$ cat src/rtl/ibex_shadow_stack_ctrl_pkg.sv
// Shared types and helpers for the shadow-stack controller slice.
// Decodes link registers and defines queue entries, FSM states and fault causes.
package ibex_shadow_stack_ctrl_pkg;

    typedef enum logic {
        SS_PUSH = 1'b0,
        SS_POP  = 1'b1
    } ss_op_e;

    typedef enum logic [1:0] {
        SS_OFF   = 2'd0,
        SS_RUN   = 2'd1,
        SS_DRAIN = 2'd2,
        SS_FAULT = 2'd3
    } ss_state_e;

    typedef enum logic [1:0] {
        SS_CAUSE_NONE = 2'b00,
        SS_CAUSE_PUSH = 2'b01,
        SS_CAUSE_POP  = 2'b10
    } ss_cause_e;

    typedef struct packed {
        ss_op_e      op;
        logic [31:0] addr;
    } ss_entry_t;

    localparam logic [6:0] OPCODE_JAL  = 7'h6f;
    localparam logic [6:0] OPCODE_JALR = 7'h67;

    // x1 (ra) and x5 (t0) are the link registers named by the RISC-V hint rules.
    function automatic logic is_link_reg(input logic [4:0] r);
        return (r == 5'd1) || (r == 5'd5);
    endfunction

endpackage

$ cat src/rtl/ibex_shadow_stack_fifo.sv
// Operation queue: up to two writes and one read per cycle, with a synchronous flush.
// Writes that do not fit are dropped; slot 0 always lands before slot 1.
module ibex_shadow_stack_fifo
    import ibex_shadow_stack_ctrl_pkg::*;
#(
    parameter  int unsigned Depth = 4,
    localparam int unsigned PtrW  = $clog2(Depth)
) (
    input  logic            clk_i,
    input  logic            rst_ni,
    input  logic            flush_i,
    input  logic [1:0]      wr_en_i,
    input  ss_entry_t       wr_data0_i,
    input  ss_entry_t       wr_data1_i,
    input  logic            rd_en_i,
    output ss_entry_t       rd_data_o,
    output logic [PtrW:0]   count_o
);

    ss_entry_t       mem [Depth];
    logic [PtrW-1:0] wptr_q, rptr_q;
    logic [PtrW:0]   count_q;
    logic [PtrW:0]   space;
    logic            rd, acc0, acc1;

    // NOTE: every always_comb output gets a default first so no path leaves it unassigned (no latch).
    always_comb begin
        rd    = rd_en_i && (count_q != '0);
        space = (PtrW+1)'(Depth) - count_q + (PtrW+1)'(rd);
        acc0  = wr_en_i[0] && (space != '0);
        acc1  = wr_en_i[1] && (acc0 ? (space > (PtrW+1)'(1)) : (space != '0));
    end

    // NOTE: sequential state uses non-blocking assignments so all registers update together at the edge.
    always_ff @(posedge clk_i or negedge rst_ni) begin
        if (!rst_ni) begin
            wptr_q  <= '0;
            rptr_q  <= '0;
            count_q <= '0;
        end else if (flush_i) begin
            wptr_q  <= '0;
            rptr_q  <= '0;
            count_q <= '0;
        end else begin
            rptr_q  <= rptr_q + PtrW'(rd);
            wptr_q  <= wptr_q + PtrW'(acc0) + PtrW'(acc1);
            count_q <= count_q + (PtrW+1)'(acc0) + (PtrW+1)'(acc1) - (PtrW+1)'(rd);
        end
    end

    // NOTE: storage has no reset; the pointers alone define which entries are valid.
    always_ff @(posedge clk_i) begin
        if (!flush_i) begin
            if (acc0) mem[wptr_q] <= wr_data0_i;
            if (acc1) mem[wptr_q + PtrW'(acc0)] <= wr_data1_i;
        end
    end

    assign rd_data_o = mem[rptr_q];
    assign count_o   = count_q;

endmodule

$ cat src/rtl/ibex_shadow_stack_ctrl.sv
// Shadow-stack sequencer: classifies retiring jumps into push/pop ops, queues them
// and issues one per cycle, converting stack errors into a sticky fault and an alert.
module ibex_shadow_stack_ctrl
    import ibex_shadow_stack_ctrl_pkg::*;
#(
    parameter int unsigned FifoDepth = 4,
    parameter bit          RV32E     = 1'b0
) (
    input  logic        clk_i,
    input  logic        rst_ni,
    input  logic        en_i,
    input  logic        clear_i,
    input  logic        instr_valid_i,
    input  logic [31:0] instr_i,
    input  logic        instr_is_compressed_i,
    input  logic [31:0] pc_i,
    input  logic [31:0] jump_target_i,
    input  logic        stack_err_i,
    output logic        push_o,
    output logic [31:0] push_addr_o,
    output logic        pop_o,
    output logic [31:0] pop_addr_o,
    output logic        stall_o,
    output logic        alert_o,
    output logic        fault_o,
    output logic [1:0]  fault_cause_o
);

    localparam int unsigned PtrW = $clog2(FifoDepth);

    ss_state_e     state_q;
    ss_cause_e     cause_q;
    logic          alert_q, fault_q;

    logic [6:0]    opcode;
    logic [4:0]    rd, rs1;
    logic          rd_link, rs1_link, classify;
    logic [31:0]   link_addr;
    logic [1:0]    enq_en;
    ss_entry_t     enq0, enq1, head;
    logic [PtrW:0] count;
    logic          fifo_empty, issue, err_issue;
    logic          unused_instr;

    assign opcode    = instr_i[6:0];
    assign rd        = instr_i[11:7];
    assign rs1       = instr_i[19:15];
    // x1/x5 are below x16, so the RV32E restriction never changes the result.
    assign rd_link   = is_link_reg(rd)  && !(RV32E && rd[4]);
    assign rs1_link  = is_link_reg(rs1) && !(RV32E && rs1[4]);
    assign link_addr = pc_i + (instr_is_compressed_i ? 32'd2 : 32'd4);
    assign classify  = en_i && instr_valid_i && (state_q == SS_RUN);
    assign unused_instr = ^{instr_i[31:20], instr_i[14:12]};

    always_comb begin
        enq_en = 2'b00;
        enq0   = '{op: SS_PUSH, addr: link_addr};
        enq1   = '{op: SS_PUSH, addr: link_addr};
        if (classify) begin
            if (opcode == OPCODE_JAL) begin
                if (rd_link) enq_en = 2'b01;
            end else if (opcode == OPCODE_JALR) begin
                if (rd_link && rs1_link && (rd != rs1)) begin
                    // Coroutine swap: pop the old return address before pushing the new one.
                    enq0   = '{op: SS_POP, addr: jump_target_i};
                    enq_en = 2'b11;
                end else if (rd_link) begin
                    enq_en = 2'b01;
                end else if (rs1_link) begin
                    enq0   = '{op: SS_POP, addr: jump_target_i};
                    enq_en = 2'b01;
                end
            end
        end
    end

    assign fifo_empty = (count == '0);
    assign issue      = ((state_q == SS_RUN) || (state_q == SS_DRAIN)) && !fifo_empty;
    assign err_issue  = issue && stack_err_i;

    ibex_shadow_stack_fifo #(
        .Depth (FifoDepth)
    ) u_fifo (
        .clk_i      (clk_i),
        .rst_ni     (rst_ni),
        .flush_i    (clear_i || err_issue),
        .wr_en_i    (enq_en),
        .wr_data0_i (enq0),
        .wr_data1_i (enq1),
        .rd_en_i    (issue),
        .rd_data_o  (head),
        .count_o    (count)
    );

    always_ff @(posedge clk_i or negedge rst_ni) begin
        if (!rst_ni) begin
            state_q <= SS_OFF;
            alert_q <= 1'b0;
            fault_q <= 1'b0;
            cause_q <= SS_CAUSE_NONE;
        end else begin
            alert_q <= 1'b0;
            if (clear_i) begin
                state_q <= SS_OFF;
                fault_q <= 1'b0;
                cause_q <= SS_CAUSE_NONE;
            end else if (err_issue) begin
                state_q <= SS_FAULT;
                alert_q <= 1'b1;
                fault_q <= 1'b1;
                cause_q <= (head.op == SS_PUSH) ? SS_CAUSE_PUSH : SS_CAUSE_POP;
            end else begin
                unique case (state_q)
                    SS_OFF:   if (en_i) state_q <= SS_RUN;
                    SS_RUN:   if (!en_i) state_q <= SS_DRAIN;
                    SS_DRAIN: begin
                        if (en_i)            state_q <= SS_RUN;
                        else if (fifo_empty) state_q <= SS_OFF;
                    end
                    SS_FAULT: state_q <= SS_FAULT;
                    default:  state_q <= SS_OFF;
                endcase
            end
        end
    end

    assign push_o        = issue && (head.op == SS_PUSH);
    assign pop_o         = issue && (head.op == SS_POP);
    assign push_addr_o   = push_o ? head.addr : 32'd0;
    assign pop_addr_o    = pop_o  ? head.addr : 32'd0;
    assign stall_o       = (state_q == SS_RUN) && (count > (PtrW+1)'(FifoDepth - 2));
    assign alert_o       = alert_q;
    assign fault_o       = fault_q;
    assign fault_cause_o = cause_q;

endmodule

$ cat config.mk
export PLATFORM = sky130hd
export DESIGN_NAME = ibex_shadow_stack_ctrl
export DESIGN_NICKNAME = d
export VERILOG_FILES = /design/src/rtl/ibex_shadow_stack_ctrl_pkg.sv /design/src/rtl/ibex_shadow_stack_fifo.sv /design/src/rtl/ibex_shadow_stack_ctrl.sv
export SDC_FILE = /design/constraint.sdc
export NUM_CORES = 1
export LEC_CHECK = 0
export CAP_MARGIN = 20
export CORE_MARGIN = 4
export CORE_UTILIZATION = 57
export DETAILED_ROUTE_END_ITERATION = 7
export PLACE_DENSITY_LB_ADDON = 0.08
export SLEW_MARGIN = 20
export SYNTH_ARGS = -nofsm -noshare
export SYNTH_HDL_FRONTEND = slang
export SYNTH_HIERARCHICAL = 1
export SYNTH_SLANG_ARGS = --single-unit
$ cat constraint.sdc
create_clock -name clk_i -period 14.6 [get_ports clk_i]
set_input_delay 2.19 -clock clk_i [delete_from_list [all_inputs] [get_ports clk_i]]
set_output_delay 2.19 -clock clk_i [all_outputs]
set_load 0.02 [all_outputs]
==> After elaboration in Yosys (flattened, before gate mapping) <==
Memories as Yosys holds them, arrays and structs flattened.
Cells that the tools add are included.
{ "classes": {"add_sub_neg": 9, "n_lt_le_gt_ge": 2, "eq_ne": 13, "mux": 40, "n_bitwise": 1, "n_reduce_logical": 23} }
{ "op_table": {"columns": ["cell", "count"], "rows": [
  ["$mux W33", 6],
  ["$mux W32", 2],
  ["$add A32 B3 Y32", 1],
  ["$mux W2", 15],
  ["$eq A7 B7 Y1 const B", 2],
  ["$mux W1", 14],
  ["$logic_and A1 B1 Y1", 12],
  ["$eq A5 B1 Y1 const B", 2],
  ["$eq A5 B3 Y1 const B", 2],
  ["$add A3 B1 Y3", 3],
  ["$ne A4 B4 Y1 const B", 2],
  ["$pmux W2 S4", 1],
  ["$add A2 B1 Y2", 3],
  ["$mux W3", 2],
  ["$reduce_bool A3 Y1", 2],
  ["$ne A5 B5 Y1", 1],
  ["$ne A5 B5 Y1 const B", 1],
  ["$eq A2 B2 Y1 const B", 2],
  ["$logic_or A1 B1 Y1", 4],
  ["$gt A3 B1 Y1 const B", 1],
  ["$gt A3 B2 Y1 const B", 1],
  ["$logic_not A3 Y1", 1],
  ["$reduce_and A3 Y1", 1],
  ["$sub A3 B1 Y3", 1],
  ["other kinds (6)", 6]
]} }
{ "totals": {"regBits": 13, "ram_bits": 132, "input_bits": 103, "output_inout_bits": 71, "word_cells": 96, "n_memories": 1} }
{ "memory_table": {"columns": ["name", "words", "width", "rd", "rd_ports_with_merged_regs", "write_ports", "line", "rtl"], "rows": [
  ["u_fifo.mem", 4, 33, 1, 0, 2, "ibex_shadow_stack_fifo.sv:20", "ss_entry_t mem [Depth];"]
]} }

==> Longest topological paths before layout <==
Gate-level depths: netlist (run 1).
{ "depth": {"depth_word": 14, "mapped_depth": 17} }

==> Hierarchy <==
The synthesis (run 1) kept the hierarchy.
{ "modules_own_cells": {"columns": ["mod", "n_inst", "cells_per_inst", "area_each_um2", "seq_area_each_um2"], "rows": [
  ["ibex_shadow_stack_fifo", 1, 374, 7094.3, 4139.0],
  ["ibex_shadow_stack_ctrl", 1, 259, 2003.2, 150.1]
]} }

==> Worst setup path before layout (run 1) <==
Ideal clock, no wire load.
{ "synth_timing": {"path_type": "in2reg", "from": "input port stack_err_i", "to": "memory u_fifo/mem[0][0] (netlist name), enable pin", "setup_ns": 0.515, "arrival_ns": 6.331, "path_slack_ns": 7.753, "stages": 4, "path_buffers": 1, "path_cell_list": "o311ai_2 nand2b_1 clkbuf_1 o41ai_1"} }
{ "synth_lines": {"columns": ["item", "line", "rtl"], "rows": [
  ["start, declared", "ibex_shadow_stack_ctrl.sv:18", "input logic stack_err_i,"],
  ["end, declared", "ibex_shadow_stack_fifo.sv:20", null]
]} }

==> results of run 1 <==
[report_power, final]
| part | internal (mW) | switching, mW |
|---|---|---|
| logic | 0.0616 | 0.0480 |
| registers | 0.456 | 0.00232 |
| clock network | 0.222 | 0.182 |
| total | 0.740 | 0.232 |
[worst max-delay path, cell delays in order, from the launching register on]
cell	delay (ps)
dfrtp_2	340
buf_4	610
mux4_2	660
nor2b_2	620
buf_4	340
and2_1	150
clkdlybuf4s50_1	610
[routing by layer]
| layer | routed length (um) | track usage |
|---|---|---|
| met1 | 8850 | 0.3039 |
| met2 | 12050 | 0.4547 |
| met3 | 1015 | 0.04539 |
| met4 | 403 | 0.07579 |
| met5 | 0 | 0 |
[how the worst min path moves through the flow]
stage / endpoint / cells past startpoint / slack, ps / startpoint
CTS: fault_o$_DFFE_PN0P_ / 2 / 520 / fault_o$_DFFE_PN0P_
global placement: fault_cause_o[0]$_DFFE_PN0P_ / 2 / 500 / fault_cause_o[0]$_DFFE_PN0P_
detailed placement: fault_o$_DFFE_PN0P_ / 2 / 510 / fault_o$_DFFE_PN0P_
finish: fault_o$_DFFE_PN0P_ / 2 / 510 / fault_o$_DFFE_PN0P_
floorplan: u_fifo/rptr_q[0]$_DFF_PN0_ / 2 / 570 / u_fifo/rptr_q[0]$_DFF_PN0_
global route: fault_o$_DFFE_PN0P_ / 2 / 560 / fault_o$_DFFE_PN0P_
[cells in the final DEF, fill, tap and decap left out, types with 12 or more instances in the layout]
cell type,instances
edfxtp_1,132
ha_1,14
clkbuf_16,17
mux2_2,104
inv_1,12
xnor2_1,32
mux4_2,33
nor2_1,16
nand2_1,18
clkdlybuf4s50_1,158
mux2_4,59
buf_4,13
dfrtp_1,12
nand3_1,17
and2_1,66
[sequential cells by signal (all words and copies together) (netlist names)]
register and count:
alert_o 1, fault_o 1, u_fifo/wptr_q 2, fault_cause_o 2
u_fifo/rptr_q 2, u_fifo/mem 132, u_fifo/count_o 3, state_q 2
[stage by stage]
stage                       util  worst slack, ps  instance area [um2]
after global placement    0.7054             8441                10880
after detailed placement  0.7058             8322                10890
final                     0.7423             8626                11450
after floorplan                -             7753                 9109
after global routing      0.7423             8336                11450
after CTS                 0.7416             8537                11440
[logic make-up (layout without fill, tap and decap cells)]
group,count (synthesis),after routing,synth area share
adder cells (fa/ha/maj),16,16,0.02366
buffers and inverters,45,215,0.02751
XOR/XNOR,42,42,0.04043
AO/OA/AOI/OAI,20,20,0.01664
flip-flops,145,145,0.4715
multiplexers,198,198,0.3101
AND/OR/NAND/NOR,166,166,0.1098
other,1,4,0.0004122
[layout make-up]
| cell class | instances | area (um2) | area share |
|---|---|---|---|
| clock buffer | 17 | 425.4 | 0.03715 |
| clock inverter | 15 | 127.6 | 0.01115 |
| inverter | 12 | 45.04 | 0.003934 |
| multi-input combinational | 446 | 4619 | 0.4034 |
| sequential | 145 | 4290 | 0.3747 |
| tap | 211 | 264.0 | 0.02306 |
| timing repair buffer | 171 | 1679 | 0.1466 |
==> summary.txt, run 1 <==
Critical path
  • Crit path capture: push_addr_o[4]
  • Critical path fanouts, max: 34
  • Critical Path Start: u_fifo/rptr_q[0]$_DFF_PN0_
  • Startpoint types: flop
  • R2R depth: 15
  • Crit Path Class: flop to output port
  • Worst path required time: 12410 ps
  • Reg-to-Reg End: u_fifo/mem[3][32]$_DFFE_PP_
  • Worst Setup End Kind: output port
  • R2R setup slack: roughly 9500 ps
  • Reg2reg start: u_fifo/count_o[2]$_DFF_PN0_
  • Crit path DAT: around 3800 ps

Global routing
  • Pin count of the biggest net entering global routing: 35
  • First-pass GRT wire length: between 30 and 40 mm
  • Vias in the first global route: 6360
  • Tot GR Track Use: 0.2504
  • Remaining global-route overflow: 0
  • Initial antenna violation count: 0

Synth
  • Synthesized cell area: 9097 um2
  • Mapped Cells: 633
  • Top_reg_cell synth: edfxtp_1
  • Post-synth cell types: 53
  • Cell with the most instances after synthesis: edfxtp_1
  • Top cells by area, synth: edfxtp_1 44%, mux2_2 13%, mux2_4 9.7%
  • FFs w/ async S/R, synth: 0.08966
  • Mean Syn Cell Area: 14.37 um2
  • Area leader, netlist: edfxtp_1
  • Synth warnings: 6
  • Synth Register Bits: 145
  • Seq/Total Area, Yosys: 0.4715
  • Post-synth EDFFs: 132
  • Post-synth top area share: 0.4357
  • Post-synth top cells: 132 x edfxtp_1, 104 x mux2_2, 66 x and2_1

Clock network
  • Htree depth: 4
  • Clock tree sinks: 145
  • Post-CTS setup buffer count: 0
  • Reg clk slew, reported paths: 60 ps
  • CTS tree: done
  • Cts hold-fix bufs: 0
  • Deepest clock path buffer count: 2
  • Inserted Clock Buffers: 17
  • Post_cts resized: 0
  • Root Driver: clkbuf_16
  • Clk_lat worst skew: 420 ps

Route
  • DRT Wirelength: 22.32 mm
  • DR pass1 iterations: 4
  • 1st-iter DRT viols: 330
  • Drt wl/cell: 21.94 um
  • Final ANT Viol Nets: 0
  • Post-route DRC: 0
  • DR vias: about 6000
  • Avg Vias per Cell: 5.830

Layout
  • Antenna Cells: 0
  • Cell Count, Final, Fillers Out: 1017
  • # nets final: about 910
  • Layout cell share with drive strength beyond 1: 0.3275
  • Fill cells: 1021
  • Area Overhead vs Synth: 25.87%

STA
  • Min Tclk post-route: roughly 6000 ps
  • Highest Clock Rate: between 150 and 200 MHz
  • Final number of hold-violating endpoints: 0
  • Setup TNS: 0 ps
  • Slew headroom: 0.2412
  • Final Skew: 6.036 ps
  • Final period utilization: 0.4092
  • Tightest Pin Transition: 1138 ps
  • Final Max Slew Viols: 0
  • Hold slack: 513.3 ps
  • RSZ-0062 raised after global routing: false
  • Final Setup Violations: 0

Flow run
  • Max_cap viols: 0

Place
  • Placer Congestion: 0.7804
  • Number of port buffers: 158
  • HPWL after DPL: 14.20 mm
  • Placed cells: 985

Floorplanning
  • Io pins: 174
  • Die ar.: around 18000 um2
  • Initial Util: 0.5897
  • Core Region: 15430 um2
  • Die W: 134.3 um
  • Std cell rows: 45
  • Chip height: 134.3 um

Pwr
  • P per Cell Area: between 80 and 90 nW/um2
  • Total power: 0.9721 mW
  • Max IR drop VDD: 78.66 uV
  • Leak: 4.181 nW

Min path
  • Hold Path Class: flop to flop

Status
  • Status: finished, final reports clean
Power figures use the tool's default switching activity.
==> run 2, diff against run 1 <==
--- a/config.mk
+++ b/config.mk
@@ -7,7 +7,7 @@
 export LEC_CHECK = 0
 export CAP_MARGIN = 20
 export CORE_MARGIN = 4
-export CORE_UTILIZATION = 57
+export CORE_UTILIZATION = 48
 export DETAILED_ROUTE_END_ITERATION = 7
 export PLACE_DENSITY_LB_ADDON = 0.08
 export SLEW_MARGIN = 20
==> constraint.sdc (replaced) <==
create_clock -name clk_i -period 4.9 [get_ports clk_i]
set_input_delay 0.735 -clock clk_i [delete_from_list [all_inputs] [get_ports clk_i]]
set_output_delay 0.735 -clock clk_i [all_outputs]
set_load 0.02 [all_outputs]
==> run 2 against run 1 <==
Net effect:
- first-iteration DRC count is 10% lower
- total power grew to 3.0 times the previous value
- sequential share of layout area is 0.40 points lower
- register-to-register slack worse by 9100 ps
- clock power grew to 3.1 times the previous value
- clock skew is 0.94 ps lower
- non-clock buffer count is 11 higher
- core utilization is 12 points lower
- sequential power grew to 3.0 times the previous value
- critical path depth is 7 higher
==> summary.txt, run 2 (synthesized netlist as in run 1, its figures left out) <==
Layout
  • Max FFs per register: 132 (unchanged)
  • Largest Register: u_fifo/mem
  • Fill cells: 1445 (+42%)
  • Antenna Cells: 0 (unchanged)
  • Layout cell share with drive strength beyond 1: 0.3321 (+0.004564)
  • Design area: 11570 um2 (+1.1%)
  • Commonest non-fill, non-tap cells in the layout: 158 x clkdlybuf4s50_1, 132 x edfxtp_1, 104 x mux2_2
  • Area Overhead vs Synth: 27.23%
  • Area of the multi-input gates: 4604 um2 (-0.32%)
  • Register area: 4290 um2 (unchanged)
  • # nets final: 923 (+1.2%)
  • Most common cell after layout, fill and taps aside: clkdlybuf4s50_1

Min path
  • Worst hold path cell count: 2 (unchanged)
  • Hold Path Class: flop to flop

STA
  • Slew headroom: 0.2641 (+0.02295)
  • Tightest Pin Transition: 1094 ps (-44.50 ps)
  • Final Skew: 5.099 ps (-0.9373 ps)
  • Setup TNS: 0 ps (unchanged)
  • Final Max Slew Viols: 0 (unchanged)
  • Final period utilization: 0.9246
  • Final Setup Violations: 0 (unchanged)
  • Final WS setup: 369.4 ps (-8256 ps)
  • Highest Clock Rate: 220.7 MHz
  • Final number of hold-violating endpoints: 0 (unchanged)
  • Min Tclk post-route: 4531 ps
  • RSZ-0062 raised after global routing: false

Route
  • Final ANT Viol Nets: 0 (unchanged)
  • Drt wl/cell: 21.67 um (-1.3%)
  • DRT Wirelength: 22.75 mm (+1.9%)
  • 1st-iter DRT viols: 297 (-10%)
  • Avg Vias per Cell: 5.645 (-3.2%)
  • DR vias: 5927 (-0.034%)
  • Post-route DRC: 0 (unchanged)
  • DR pass1 iterations: 4 (unchanged)

Critical path
  • Crit Path Class: flop to flop
  • Crit path max-delay cell type: or4_2
  • Worst Setup End Kind: flop
  • Worst path required time: 5070 ps (-7340 ps)
  • R2R depth: 13 (-2)
  • Critical path fanouts, max: 33 (-2.9%)
  • Crit path DAT: 4700 ps (+920 ps)
  • Critical Path Max Stage Delay: 700 ps (+40 ps)
  • Reg2reg start: u_fifo/count_o[2]$_DFF_PN0_
  • R2R setup slack: 370 ps (-9130 ps)
  • Crit-path most repeated cell: ha_1
  • Critical Path Start: u_fifo/count_o[2]$_DFF_PN0_
  • Startpoint types: flop
  • Worst path top cell family by delay: simple AND/OR/NAND/NOR gates
  • CP Buf/Inv Count: 3 (unchanged)
  • Worst path cell trace: or3_1, and2_1, o31ai_1, ha_1, inv_1, ha_1, nand2b_1, o21ai_1, inv_1, ha_1, or4_2, buf_4, mux2_4
  • Crit path capture: u_fifo/mem[2][15]$_DFFE_PP_
  • Reg-to-Reg End: u_fifo/mem[2][15]$_DFFE_PP_
  • Crit path depth: 13 (+7)

Floorplanning
  • Core Region: 18640 um2 (+21%)
  • Io pins: 174 (unchanged)
  • Die W: 145.7 um (+8.4%)
  • Die ar.: 21220 um2 (+18%)
  • Initial Util: 0.4880 (-0.1017)
  • Chip height: 145.7 um (+8.4%)
  • Std cell rows: 50 (+11%)

Place
  • Number of port buffers: 158 (unchanged)
  • Placer Congestion: 0.8313 (+6.5%)
  • HPWL after DPL: 15.28 mm (+7.6%)
  • DP Worst Slack: 414.2 ps (-7908 ps)
  • DP Area: 11010 um2 (+1.1%)

Global routing
  • First-pass GRT wire length: 35.11 mm (+2.2%)
  • Initial antenna violation count: 0 (unchanged)
  • Vias in the first global route: 6298 (-0.97%)
  • Tot GR Track Use: 0.2144 (-0.03607)
  • Pin count of the biggest net entering global routing: 34 (-2.9%)
  • Remaining global-route overflow: 0 (unchanged)

Clock network
  • Reg clk slew, reported paths: 60 ps (about the same)
  • Clock tree sinks: 145 (unchanged)
  • Post-CTS setup buffer count: 0 (unchanged)
  • Root Driver: clkbuf_16
  • Deepest clock path buffer count: 2 (unchanged)
  • Post_cts resized: 0 (unchanged)
  • Inserted Clock Buffers: 17 (unchanged)
  • Clk_lat worst skew: 420 ps (about the same)
  • Htree depth: 4 (unchanged)
  • Cts hold-fix bufs: 0 (unchanged)
  • CTS tree: done

Pwr
  • Max IR drop VDD: 242.7 uV (+210%)
  • Leak: 4.241 nW (+1.4%)
  • P per Cell Area: 254.2 nW/um2 (+200%)

Flow run
  • Max_cap viols: 0 (unchanged)

Status
  • Status: finished, final reports clean
## run 2: routing by layer
layer	global-route usage	routed length [um]	vias to the layer above
li1	-	-	2744
met1	0.2680	9539	3007
met2	0.3854	12040	154
met3	0.03924	900	22
met4	0.05223	276	0
met5	0	0	-
## run 2: report_power, final
| part | switching (mW) | internal, mW |
|---|---|---|
| Combinational | 0.139 | 0.183 |
| Sequential | 0.00733 | 1.36 |
| Clock | 0.509 | 0.745 |
| Total | 0.655 | 2.29 |
## run 2: worst min-delay path by stage
stage	to	start
2_1_floorplan	alert_o$_DFF_PN0_	rst_ni
3_3_place_gp	fault_o$_DFFE_PN0P_	fault_o$_DFFE_PN0P_
3_5_place_dp	fault_o$_DFFE_PN0P_	fault_o$_DFFE_PN0P_
4_1_cts	fault_o$_DFFE_PN0P_	fault_o$_DFFE_PN0P_
5_1_grt	fault_o$_DFFE_PN0P_	fault_o$_DFFE_PN0P_
6_report	fault_o$_DFFE_PN0P_	fault_o$_DFFE_PN0P_
## run 2: final cells by class
class / instances / share of cell area
clock buffer: 18 / 0.03708
clock inverter: 13 / 0.01200
inverter: 12 / 0.003891
multi-input combinational: 446 / 0.3978
sequential: 145 / 0.3707
tap: 234 / 0.02529
timing repair buffer: 182 / 0.1533
## run 2: tightest hold or removal path, delay by kind of cell, from the launching register on
family	cells	cell delay (ps)
AO/OA/AOI/OAI	1	50
buffers and inverters	1	50
flip-flops	1	370
## run 2: stage by stage
| stage | instances | util | hold WS, ps | power (mW) |
|---|---|---|---|---|
| floorplan | 636 | - | 439.4 | 1.583 |
| global placement | 1019 | 0.5904 | 500.0 | 1.695 |
| detailed placement | 1019 | 0.5904 | 511.7 | 1.712 |
| CTS | 1050 | 0.6209 | 521.1 | 2.963 |
| global route | 1050 | 0.6209 | 535.6 | 3.053 |
| finish | 1050 | 0.6209 | 515.6 | 2.943 |
==> run 3, diff against run 2 <==
--- a/config.mk
+++ b/config.mk
@@ -5,9 +5,8 @@
 export SDC_FILE = /design/constraint.sdc
 export NUM_CORES = 1
 export LEC_CHECK = 0
-export CAP_MARGIN = 20
 export CORE_MARGIN = 4
-export CORE_UTILIZATION = 48
+export CORE_UTILIZATION = 57
 export DETAILED_ROUTE_END_ITERATION = 7
 export PLACE_DENSITY_LB_ADDON = 0.08
 export SLEW_MARGIN = 20
==> constraint.sdc (replaced) <==
create_clock -name clk_i -period 5.6 [get_ports clk_i]
set_input_delay 0.84 -clock clk_i [delete_from_list [all_inputs] [get_ports clk_i]]
set_output_delay 0.84 -clock clk_i [all_outputs]
set_load 0.02 [all_outputs]
==> run 3 against run 2 <==
Net effect:
- cell area shrank 0.35%
- combinational power decreased by 11%
- critical path depth did not move
- sequential share of layout area rose by 0.13 points
- global-route usage increased by 3.8 points
- largest cell class unchanged
- critical endpoint is now u_fifo/mem[2][18]$_DFFE_PP_
- routed wire length is 2.0% lower
- largest power group unchanged
- worst hold slack got worse by 3.0 ps
==> summary.txt, run 3 (synthesized netlist as in run 1, its figures left out) <==
Clock network
  • Reg clk slew, reported paths: 60 ps (about the same)
  • Inserted Clock Buffers: 17 (unchanged)
  • CTS tree: done
  • Htree depth: 4 (unchanged)
  • Root Driver: clkbuf_16
  • Deepest clock path buffer count: 2 (unchanged)
  • Clock tree sinks: 145 (unchanged)
  • Cts hold-fix bufs: 0 (unchanged)
  • Clk_lat worst skew: 430 ps (about the same)
  • Post_cts resized: 0 (unchanged)
  • Post-CTS setup buffer count: 0 (unchanged)

Critical path
  • Crit Path Class: flop to flop
  • Crit-path most repeated cell: ha_1
  • Worst Setup End Kind: flop
  • Critical path fanouts, max: 20 (-39%)
  • Critical Path Max Stage Delay: 1020 ps (+320 ps)
  • Startpoint types: flop
  • Crit path max-delay cell type: or4_2
  • Worst path required time: 5770 ps (+700 ps)
  • Worst path cell trace: or3_1, and2_1, o31ai_1, ha_1, inv_1, ha_1, nand2b_1, o21ai_1, inv_1, ha_1, or4_2, buf_4, mux2_4
  • Crit path DAT: 4980 ps (+280 ps)

STA
  • Min Tclk post-route: 4812 ps (+281.7 ps)
  • Tightest Pin Transition: 996.2 ps (-97.49 ps)
  • Final Max Slew Viols: 0 (unchanged)
  • RSZ-0062 raised after global routing: false
  • Hold slack: 512.5 ps (-3.041 ps)
  • Slew headroom: 0.3297 (+0.06559)
  • Final Setup Violations: 0 (unchanged)
  • Final number of hold-violating endpoints: 0 (unchanged)
  • Final Skew: 7.531 ps (+2.432 ps)
  • Highest Clock Rate: 207.8 MHz (-5.9%)
  • Final period utilization: 0.8593 (-0.06528)

Route
  • Met2 wire length: 11.89 mm (-1.2%)
  • DR pass1 iterations: 4 (unchanged)
  • Post-route DRC: 0 (unchanged)
  • Met3 wire len: 1.282 mm (+42%)
  • Final ANT Viol Nets: 0 (unchanged)
  • Met1 WL: 8.655 mm (-9.3%)
  • DR vias: 5931 (+0.067%)
  • Uppermost routed layer: met4
  • 1st-iter DRT viols: 363 (+22%)
  • DRT Wirelength: 22.29 mm (-2.0%)
  • Avg Vias per Cell: 5.809 (+2.9%)
  • Drt wl/cell: 21.83 um (+0.75%)

Status
  • Status: finished, final reports clean

Layout
  • Commonest non-fill, non-tap cells in the layout: 158 x clkdlybuf4s50_1, 132 x edfxtp_1, 104 x mux2_2
  • Layout cell share with drive strength beyond 1: 0.3284 (-0.003713)
  • # nets final: 916 (-0.76%)
  • Antenna Cells: 0 (unchanged)
  • Max FFs per register: 132 (unchanged)
  • Area Overhead vs Synth: 26.79%
  • Fill cells: 989 (-32%)
  • Most common cell after layout, fill and taps aside: clkdlybuf4s50_1
  • Cell Count, Final, Fillers Out: 1021 (-2.8%)
  • Largest Register: u_fifo/mem

Place
  • HPWL after DPL: 14.59 mm (-4.5%)
  • Placer Congestion: 0.8137 (-2.1%)
  • Placed cells: 989 (-2.9%)
  • Number of port buffers: 158 (unchanged)

Pwr
  • Sw power: 0.5952 mW (-9.1%)
  • Logic pwr share: 0.108 (-0.002)
  • Total power: 2.649 mW (-10%)
  • Flop pwr share: 0.451 (-0.013)
  • Leak: 4.229 nW (-0.28%)
  • Max IR drop VDD: 226.1 uV (-6.8%)
  • Clk network pwr share: 0.441 (+0.015)
  • Int Pwr: 2.054 mW (-10%)
  • Sw frac: 0.2247 (+0.002065)
  • P per Cell Area: 229.7 nW/um2 (-9.7%)

Floorplanning
  • Std cell rows: 45 (-10%)
  • Io pins: 174 (unchanged)
  • Core Region: 15430 um2 (-17%)
  • Die ar.: 18050 um2 (-15%)
  • Chip height: 134.3 um (-7.8%)
  • Die W: 134.3 um (-7.8%)
  • Initial Util: 0.5897 (+0.1017)

Flow run
  • Max_cap viols: 0 (unchanged)

Global routing
  • Initial antenna violation count: 0 (unchanged)
  • Tot GR Track Use: 0.2522 (+0.03782)
  • Remaining global-route overflow: 0 (unchanged)
  • Vias in the first global route: 6377 (+1.3%)
  • First-pass GRT wire length: 34.43 mm (-1.9%)
  • Pin count of the biggest net entering global routing: 35 (+2.9%)

Min path
  • Hold Path Class: flop to flop
run 3: worst paths after layout:
kind                       cells after the start                          end                         from  slack [ps]
max                                           13  u_fifo/mem[2][18]$_DFFE_PP_  u_fifo/count_o[2]$_DFF_PN0_         790
min                                            2          fault_o$_DFFE_PN0P_          fault_o$_DFFE_PN0P_         510
max reg2reg                                   13  u_fifo/mem[2][18]$_DFFE_PP_  u_fifo/count_o[2]$_DFF_PN0_         790
min reg2reg                                    2          fault_o$_DFFE_PN0P_          fault_o$_DFFE_PN0P_         510
max in group asynchronous                      1   u_fifo/rptr_q[0]$_DFF_PN0_                       rst_ni        4390
min in group asynchronous                      1          fault_o$_DFFE_PN0P_                       rst_ni         790
run 3: worst max-delay path: cells and delay by family (launching register included):
family,cells,cell delay [ps]
DFF,1,450
muxes,1,350
buffers and inverters,3,550
AOI/OAI and AO/OA,2,540
and+or+nand+nor,4,1770
adders and majority gates,3,880
run 3: metal layers:
metal / vias up / global-route usage
met2: 213 / 0.4531
met5: - / 0
met3: 37 / 0.05514
li1: 2727 / -
met1: 2954 / 0.3013
met4: 0 / 0.08258
run 3: cell type report:
cell class                      instances  area, um2  area share
Clock buffer                           17      425.4     0.03688
Clock inverter                         15      183.9     0.01595
Inverter                               12      45.04    0.003905
Multi-Input combinational cell        446       4617      0.4003
Sequential cell                       145       4290      0.3719
Tap cell                              211      264.0     0.02289
Timing Repair Buffer                  175       1709      0.1482
run 3: stage by stage:
step | utilization | instance area, um2 | worst slack, ps | setup TNS [ps]
detailed placement | 0.7081 | 10920 | 824.8 | 0
CTS | 0.7476 | 11530 | 806.0 | 0
floorplan | - | 9109 | -182.6 | -12050
global route | 0.7477 | 11530 | 623.5 | 0
finish | 0.7477 | 11530 | 787.8 | 0
global placement | 0.7074 | 10910 | 941.3 | 0
run 3: power groups by stage:
stage	combinational [mW]	clock (mW)	sequential, mW
CTS	0.284	1.18	1.20
global placement	0.265	0	1.22
finish	0.285	1.17	1.20
detailed placement	0.280	0	1.22
floorplan	0.169	0	1.22
global route	0.312	1.22	1.20
